$ cat src/rtl/alu_req_arbiter.sv
// Two-requester arbiter in front of a shared multi-cycle arithmetic unit.
// Alternates grants under contention, bypasses divide-by-zero, bounds the unit wait.
module alu_req_arbiter #(
  parameter int IN_W    = 8,
  parameter int OUT_W   = 16,
  parameter int TIMEOUT = 15
) (
  input  logic             CLK,
  input  logic             RST,
  input  logic [1:0]       req_valid,
  output logic [1:0]       req_ready,
  input  logic [IN_W-1:0]  req_a0,
  input  logic [IN_W-1:0]  req_b0,
  input  logic [IN_W-1:0]  req_a1,
  input  logic [IN_W-1:0]  req_b1,
  input  logic [1:0]       req_fun0,
  input  logic [1:0]       req_fun1,
  output logic [1:0]       rsp_valid,
  input  logic [1:0]       rsp_ready,
  output logic [OUT_W-1:0] rsp_data,
  output logic             rsp_carry,
  output logic             rsp_err,
  output logic             au_en,
  output logic [IN_W-1:0]  au_a,
  output logic [IN_W-1:0]  au_b,
  output logic [1:0]       au_fun,
  input  logic [OUT_W-1:0] au_out,
  input  logic             au_flag,
  output logic             busy
);

  localparam int CNT_W = 8;
  localparam logic [CNT_W-1:0] TIMEOUT_C = CNT_W'(TIMEOUT);

  typedef enum logic [1:0] {
    ST_IDLE  = 2'b00,
    ST_ISSUE = 2'b01,
    ST_WAIT  = 2'b10,
    ST_RESP  = 2'b11
  } state_t;

  state_t            state_r, state_s;
  logic              last_grant_r, last_grant_s;
  logic              grant_r, grant_s;
  logic              pick_s;
  logic [IN_W-1:0]   op_a_r, op_a_s;
  logic [IN_W-1:0]   op_b_r, op_b_s;
  logic [1:0]        op_fun_r, op_fun_s;
  logic              au_en_r, au_en_s;
  logic [CNT_W-1:0]  wait_cnt_r, wait_cnt_s;
  logic [1:0]        rsp_valid_r, rsp_valid_s;
  logic [OUT_W-1:0]  rsp_data_r, rsp_data_s;
  logic              rsp_carry_r, rsp_carry_s;
  logic              rsp_err_r, rsp_err_s;
  logic [1:0]        req_ready_s;

  // Under contention the requester that was not served last wins.
  function automatic logic pick_grant(input logic [1:0] valid, input logic last);
    logic g;
    case (valid)
      2'b01:   g = 1'b0;
      2'b10:   g = 1'b1;
      2'b11:   g = ~last;
      default: g = last;
    endcase
    return g;
  endfunction

  function automatic logic [1:0] grant_onehot(input logic g);
    return g ? 2'b10 : 2'b01;
  endfunction

  function automatic logic div_by_zero(input logic [1:0] fun, input logic [IN_W-1:0] b);
    return (fun == 2'b11) && (b == {IN_W{1'b0}});
  endfunction

  // State and datapath registers; reset returns to IDLE with requester 0 favoured.
  always_ff @(posedge CLK or negedge RST) begin
    if (!RST) begin
      state_r      <= ST_IDLE;
      last_grant_r <= 1'b1;
      grant_r      <= 1'b0;
      op_a_r       <= {IN_W{1'b0}};
      op_b_r       <= {IN_W{1'b0}};
      op_fun_r     <= 2'b00;
      au_en_r      <= 1'b0;
      wait_cnt_r   <= {CNT_W{1'b0}};
      rsp_valid_r  <= 2'b00;
      rsp_data_r   <= {OUT_W{1'b0}};
      rsp_carry_r  <= 1'b0;
      rsp_err_r    <= 1'b0;
    end else begin
      state_r      <= state_s;
      last_grant_r <= last_grant_s;
      grant_r      <= grant_s;
      op_a_r       <= op_a_s;
      op_b_r       <= op_b_s;
      op_fun_r     <= op_fun_s;
      au_en_r      <= au_en_s;
      wait_cnt_r   <= wait_cnt_s;
      rsp_valid_r  <= rsp_valid_s;
      rsp_data_r   <= rsp_data_s;
      rsp_carry_r  <= rsp_carry_s;
      rsp_err_r    <= rsp_err_s;
    end
  end

  // Next-state and next-register logic for the grant/issue/wait/respond sequence.
  always_comb begin
    state_s      = state_r;
    last_grant_s = last_grant_r;
    grant_s      = grant_r;
    op_a_s       = op_a_r;
    op_b_s       = op_b_r;
    op_fun_s     = op_fun_r;
    au_en_s      = 1'b0;
    wait_cnt_s   = wait_cnt_r;
    rsp_valid_s  = rsp_valid_r;
    rsp_data_s   = rsp_data_r;
    rsp_carry_s  = rsp_carry_r;
    rsp_err_s    = rsp_err_r;
    req_ready_s  = 2'b00;
    pick_s       = pick_grant(req_valid, last_grant_r);

    case (state_r)
      ST_IDLE: begin
        if (req_valid != 2'b00) begin
          grant_s     = pick_s;
          req_ready_s = grant_onehot(pick_s);
          if (pick_s) begin
            op_a_s   = req_a1;
            op_b_s   = req_b1;
            op_fun_s = req_fun1;
          end else begin
            op_a_s   = req_a0;
            op_b_s   = req_b0;
            op_fun_s = req_fun0;
          end
          // Enable is registered here so it is high exactly during ISSUE.
          au_en_s = ~div_by_zero(op_fun_s, op_b_s);
          state_s = ST_ISSUE;
        end else begin
          state_s = ST_IDLE;
        end
      end

      ST_ISSUE: begin
        wait_cnt_s = {CNT_W{1'b0}};
        if (div_by_zero(op_fun_r, op_b_r)) begin
          rsp_data_s  = {OUT_W{1'b0}};
          rsp_err_s   = 1'b1;
          rsp_carry_s = 1'b0;
          rsp_valid_s = grant_onehot(grant_r);
          state_s     = ST_RESP;
        end else begin
          state_s = ST_WAIT;
        end
      end

      ST_WAIT: begin
        wait_cnt_s = wait_cnt_r + 8'd1;
        if (au_flag) begin
          rsp_data_s  = au_out;
          rsp_err_s   = 1'b0;
          rsp_carry_s = (op_fun_r == 2'b00) ? au_out[IN_W] : 1'b0;
          rsp_valid_s = grant_onehot(grant_r);
          state_s     = ST_RESP;
        end else if (wait_cnt_s == TIMEOUT_C) begin
          rsp_data_s  = {OUT_W{1'b0}};
          rsp_err_s   = 1'b1;
          rsp_carry_s = 1'b0;
          rsp_valid_s = grant_onehot(grant_r);
          state_s     = ST_RESP;
        end else begin
          state_s = ST_WAIT;
        end
      end

      ST_RESP: begin
        // Only the granted requester's ready bit can retire the response.
        if ((rsp_ready & grant_onehot(grant_r)) != 2'b00) begin
          rsp_valid_s  = 2'b00;
          last_grant_s = grant_r;
          state_s      = ST_IDLE;
        end else begin
          state_s = ST_RESP;
        end
      end

      default: begin
        rsp_valid_s = 2'b00;
        state_s     = ST_IDLE;
      end
    endcase
  end

  assign req_ready = RST ? req_ready_s : 2'b00;
  assign rsp_valid = rsp_valid_r;
  assign rsp_data  = rsp_data_r;
  assign rsp_carry = rsp_carry_r;
  assign rsp_err   = rsp_err_r;
  assign au_en     = au_en_r;
  assign au_a      = op_a_r;
  assign au_b      = op_b_r;
  assign au_fun    = op_fun_r;
  assign busy      = (state_r != ST_IDLE);

endmodule

$ cat config.mk
export PLATFORM = sky130hd
export DESIGN_NAME = alu_req_arbiter
export DESIGN_NICKNAME = d
export VERILOG_FILES = /design/src/rtl/alu_req_arbiter.sv
export SDC_FILE = /design/constraint.sdc
export NUM_CORES = 1
export LEC_CHECK = 0
export ABC_CLOCK_PERIOD_IN_PS = 4200
export CAP_MARGIN = 10
export CELL_PAD_IN_SITES_DETAIL_PLACEMENT = 0
export CELL_PAD_IN_SITES_GLOBAL_PLACEMENT = 1
export CORE_MARGIN = 5
export CORE_UTILIZATION = 25
export CTS_CLUSTER_DIAMETER = 40
export DETAILED_ROUTE_END_ITERATION = 8
export HOLD_SLACK_MARGIN = 0.05
export PLACE_DENSITY_LB_ADDON = 0.1
export SLEW_MARGIN = 20
export SYNTH_ARGS = -nofsm -noshare
export SYNTH_HDL_FRONTEND = slang
export SYNTH_SLANG_ARGS = --single-unit
export TNS_END_PERCENT = 5
$ cat constraint.sdc
create_clock -name CLK -period 4.2 [get_ports CLK]
set_clock_uncertainty 0.2 [all_clocks]
set_input_delay 1.05 -clock CLK [delete_from_list [all_inputs] [get_ports CLK]]
set_output_delay 1.05 -clock CLK [all_outputs]
set_load 0.01 [all_outputs]
==> metrics.md <==
| Metric | Value |
|---|---|
| Status | `finished, final reports clean` |
| Clock slew at reported path FFs | `0.10 ns` |
| Worst Max-Slew Pin Slew | `0.706 ns` |
| Slowest cell delay on critical path | `0.56 ns` |
| Final ANT Viol Nets | `0` |
| # hold bufs at CTS | `0` |
| Drt total wl | `7.15 mm` |
| Post-synthesis sequential area ratio | `49.6%` |
| Cell family with most CP delay | `buffers and inverters` |
| Switch Pwr | `0.880 mW` |
| # DRC | `0` |
| Power Dens Cells | `613 nW/um^2` |
| Post-DP Area | `3720 um^2` |
| Unrepaired setup endpoints after global routing | `no` |
| Main flop type after synthesis | `dfrtp_1` |
| Max-cap violation count | `0` |
| Core Area | `10200 um^2` |
| FMAX | `0.263 GHz` |
| Vias | `2165` |
| Power Total | `2.35 mW` |
| Worst path cell trace | `clkdlybuf4s50_1, o21ai_2, and3_1, clkdlybuf4s50_1` |
| CTS HTree Levels | `2` |
| Number of setup violations in the final report | `0` |
| Commonest cells in the netlist | `dfrtp_1, nand2_1, o21ai_0` |
| Critical path's slowest cell | `clkdlybuf4s50_1` |
| Crit start category | `primary input` |
| Register area | `1280 um^2` |
| WL/cell | `14.8 um` |
| Worst hold path class | `reg2reg` |
| Syn Std Cell Area | `2580 um^2` |
| VDD IR max | `0.191 mV` |
| CP Class | `in2out` |
| Post-CTS Setup Bufs | `0` |
| Rows | `37` |
| Initial antenna violation count | `0` |
| Critical path data required time | `2.95 ns` |
| Clock tree buffer depth | `2` |
| Synth Instances | `245` |
| Peak fanout along the critical path | `5` |
| Synth area leaders | `dfrtp_1, mux2i_1, a22o_1` |
| Int Power | `1.47 mW` |
| Crit end category | `output pin` |
| Via density | `4.49` |
| Layout area overhead | `49.2%` |
| Most common cell in the netlist | `dfrtp_1` |
| Flop pwr share | `35.1%` |
| Switching fraction of total power | `37.4%` |
| Yosys warns | `0` |
| Die H | `112 um` |
| TNS Setup | `0 ns` |
| Worst skew pair latency | `0.31 ns` |
| Yosys cell types | `52` |
| Ant. Diodes | `0` |
| DRT Pass-1 Iters | `4` |
| Worst path arrival time | `2.55 ns` |
| Share of the synthesized area in the top cell type | `48.6%` |
| Final weighted congestion in routability-driven placement | `0.711` |
| Vias in the first global route | `2311` |
| Share of cells above drive strength 1 | `7.80%` |
| Area of the multi-input gates | `1200 um^2` |
| Worst path bufs/invs | `2` |
| Synth Area per Inst | `10.5 um^2` |
| Root Driver | `clkbuf_8` |
| Dpl hpwl | `5.43 mm` |
| Die span in x | `112 um` |
| # clock sinks | `51` |
| Die area | `12400 um^2` |
| Rel. slew slack | `53.0%` |
| Library cell with the largest summed area after synthesis | `dfrtp_1` |
| Number of synthesized flops with an enable pin | `0` |
| All-layer global routing usage | `11.7%` |
| Most common cell on crit path | `clkdlybuf4s50_1` |
| Final hold violations | `0` |
| Leakage power | `1.65 nW` |
| Nets | `410` |
| Final global-route overflow total | `0` |
| Combinational share of power | `49.2%` |
| First-pass GRT wire length | `11.9 mm` |
| Syn Nets | `310` |
| Initial DRC Count | `69` |
| PortBufs | `100` |
| Largest net degree at the start of global routing | `39` |
| Initial Utilization | `25.3%` |
| Clk network pwr share | `15.7%` |
| Design area | `3840 um^2` |
| Ports | `101` |
| CTS tree | `yes` |
| Final design utilization | `37.7%` |
| Resized cells post-CTS | `0` |
| Final Slew Violations | `0` |
| Share of flip-flops with an asynchronous set or reset | `100%` |
| Yosys reg bits | `51` |
| Filler cells | `1054` |
| Tmin final | `3.80 ns` |
| Num CTS Buffers | `5` |
| Final period utilization | `90.4%` |
## area by class of cell
| cell class | instances | share of cell area [%] |
|---|---|---|
| Sequential cell | 51 | 33.2 |
| Multi-Input combinational cell | 170 | 31.1 |
| Timing Repair Buffer | 105 | 26.9 |
| Tap cell | 136 | 4.43 |
| Clock buffer | 6 | 2.15 |
| Inverter | 12 | 1.17 |
| Clock inverter | 2 | 1.01 |
## cells in the final DEF (no fill, tap or decap), drive strengths merged, types with 2 or more instances in the layout
cell,n
buf,6
o21ai,31
nor2b,2
nand3,5
a221o,2
nor4,4
clkdlybuf4s50,99
inv,12
and4bb,2
nand2,34
mux2i,21
dfrtp,50
o31ai,3
nand4,3
nor2,10
and3,3
a22o,16
o22ai,2
a21oi,4
ha,6
clkbuf,6
nor4b,2
## logic make-up after synthesis
| family | synth area share (%) |
|---|---|
| muxes | 8.60 |
| adders and majority gates | 2.91 |
| buffers and inverters | 4.27 |
| AOI/OAI and AO/OA | 18.2 |
| DFF | 49.6 |
| and+or+nand+nor | 16.5 |
## registers in the layout (all words and copies together) (netlist names), 2 cells and up
| name | cells |
|---|---|
| au_b | 8 |
| state_r | 2 |
| rsp_data | 16 |
| au_fun | 2 |
| wait_cnt_r | 8 |
| rsp_valid | 2 |
| au_a | 8 |
## worst min-delay path, delay by kind of cell (launching register included)
kind	cells	cell delay, ns
flip-flops	1	0.36
AO/OA/AOI/OAI	1	0.06
AND/OR/NAND/NOR	1	0.05
## worst paths after layout
kind / start / end / depth (start not counted) / slack (ns)
worst max-delay path: req_valid[1] / req_ready[0] / 4 / 0.40
worst min-delay path: au_a[0]$_DFFE_PN0P_ / au_a[0]$_DFFE_PN0P_ / 2 / 0.29
worst max register to register: state_r[1]$_DFF_PN0_ / rsp_carry$_DFFE_PN0P_ / 4 / 1.80
worst min register to register: au_a[0]$_DFFE_PN0P_ / au_a[0]$_DFFE_PN0P_ / 2 / 0.29
max in group asynchronous: RST / last_grant_r$_DFFE_PN1P_ / 2 / 2.73
min in group asynchronous: RST / rsp_data[7]$_DFFE_PN0P_ / 2 / 0.57
## metrics by stage
step	worst slack (ns)	hold slack, ns	instances
6_report	0.403	0.287	482
5_1_grt	0.331	0.321	482
4_1_cts	0.377	0.294	482
3_5_place_dp	0.392	0.270	474
3_3_place_gp	0.383	0.263	474
2_1_floorplan	0.938	0.295	245
## power by group through the flow
| stage | clock network (mW) | registers [mW] | logic [mW] |
|---|---|---|---|
| final | 0.370 | 0.826 | 1.16 |
| after global routing | 0.409 | 0.856 | 1.29 |
| after CTS | 0.391 | 0.831 | 1.19 |
| after detailed placement | 0 | 0.841 | 1.18 |
| after global placement | 0 | 0.831 | 1.19 |
| after floorplan | 0 | 0.897 | 0.542 |
## routing by layer
layer | part of all wire [%] | global-route usage [%] | up-vias
li1 | - | - | 1091
met1 | 46 | 14.7 | 989
met2 | 44 | 18.8 | 78
met3 | 8.7 | 4.73 | 7
met4 | 1.0 | 2.92 | 0
met5 | 0 | 0 | -
Note: power is estimated with default switching activity, not from simulation.
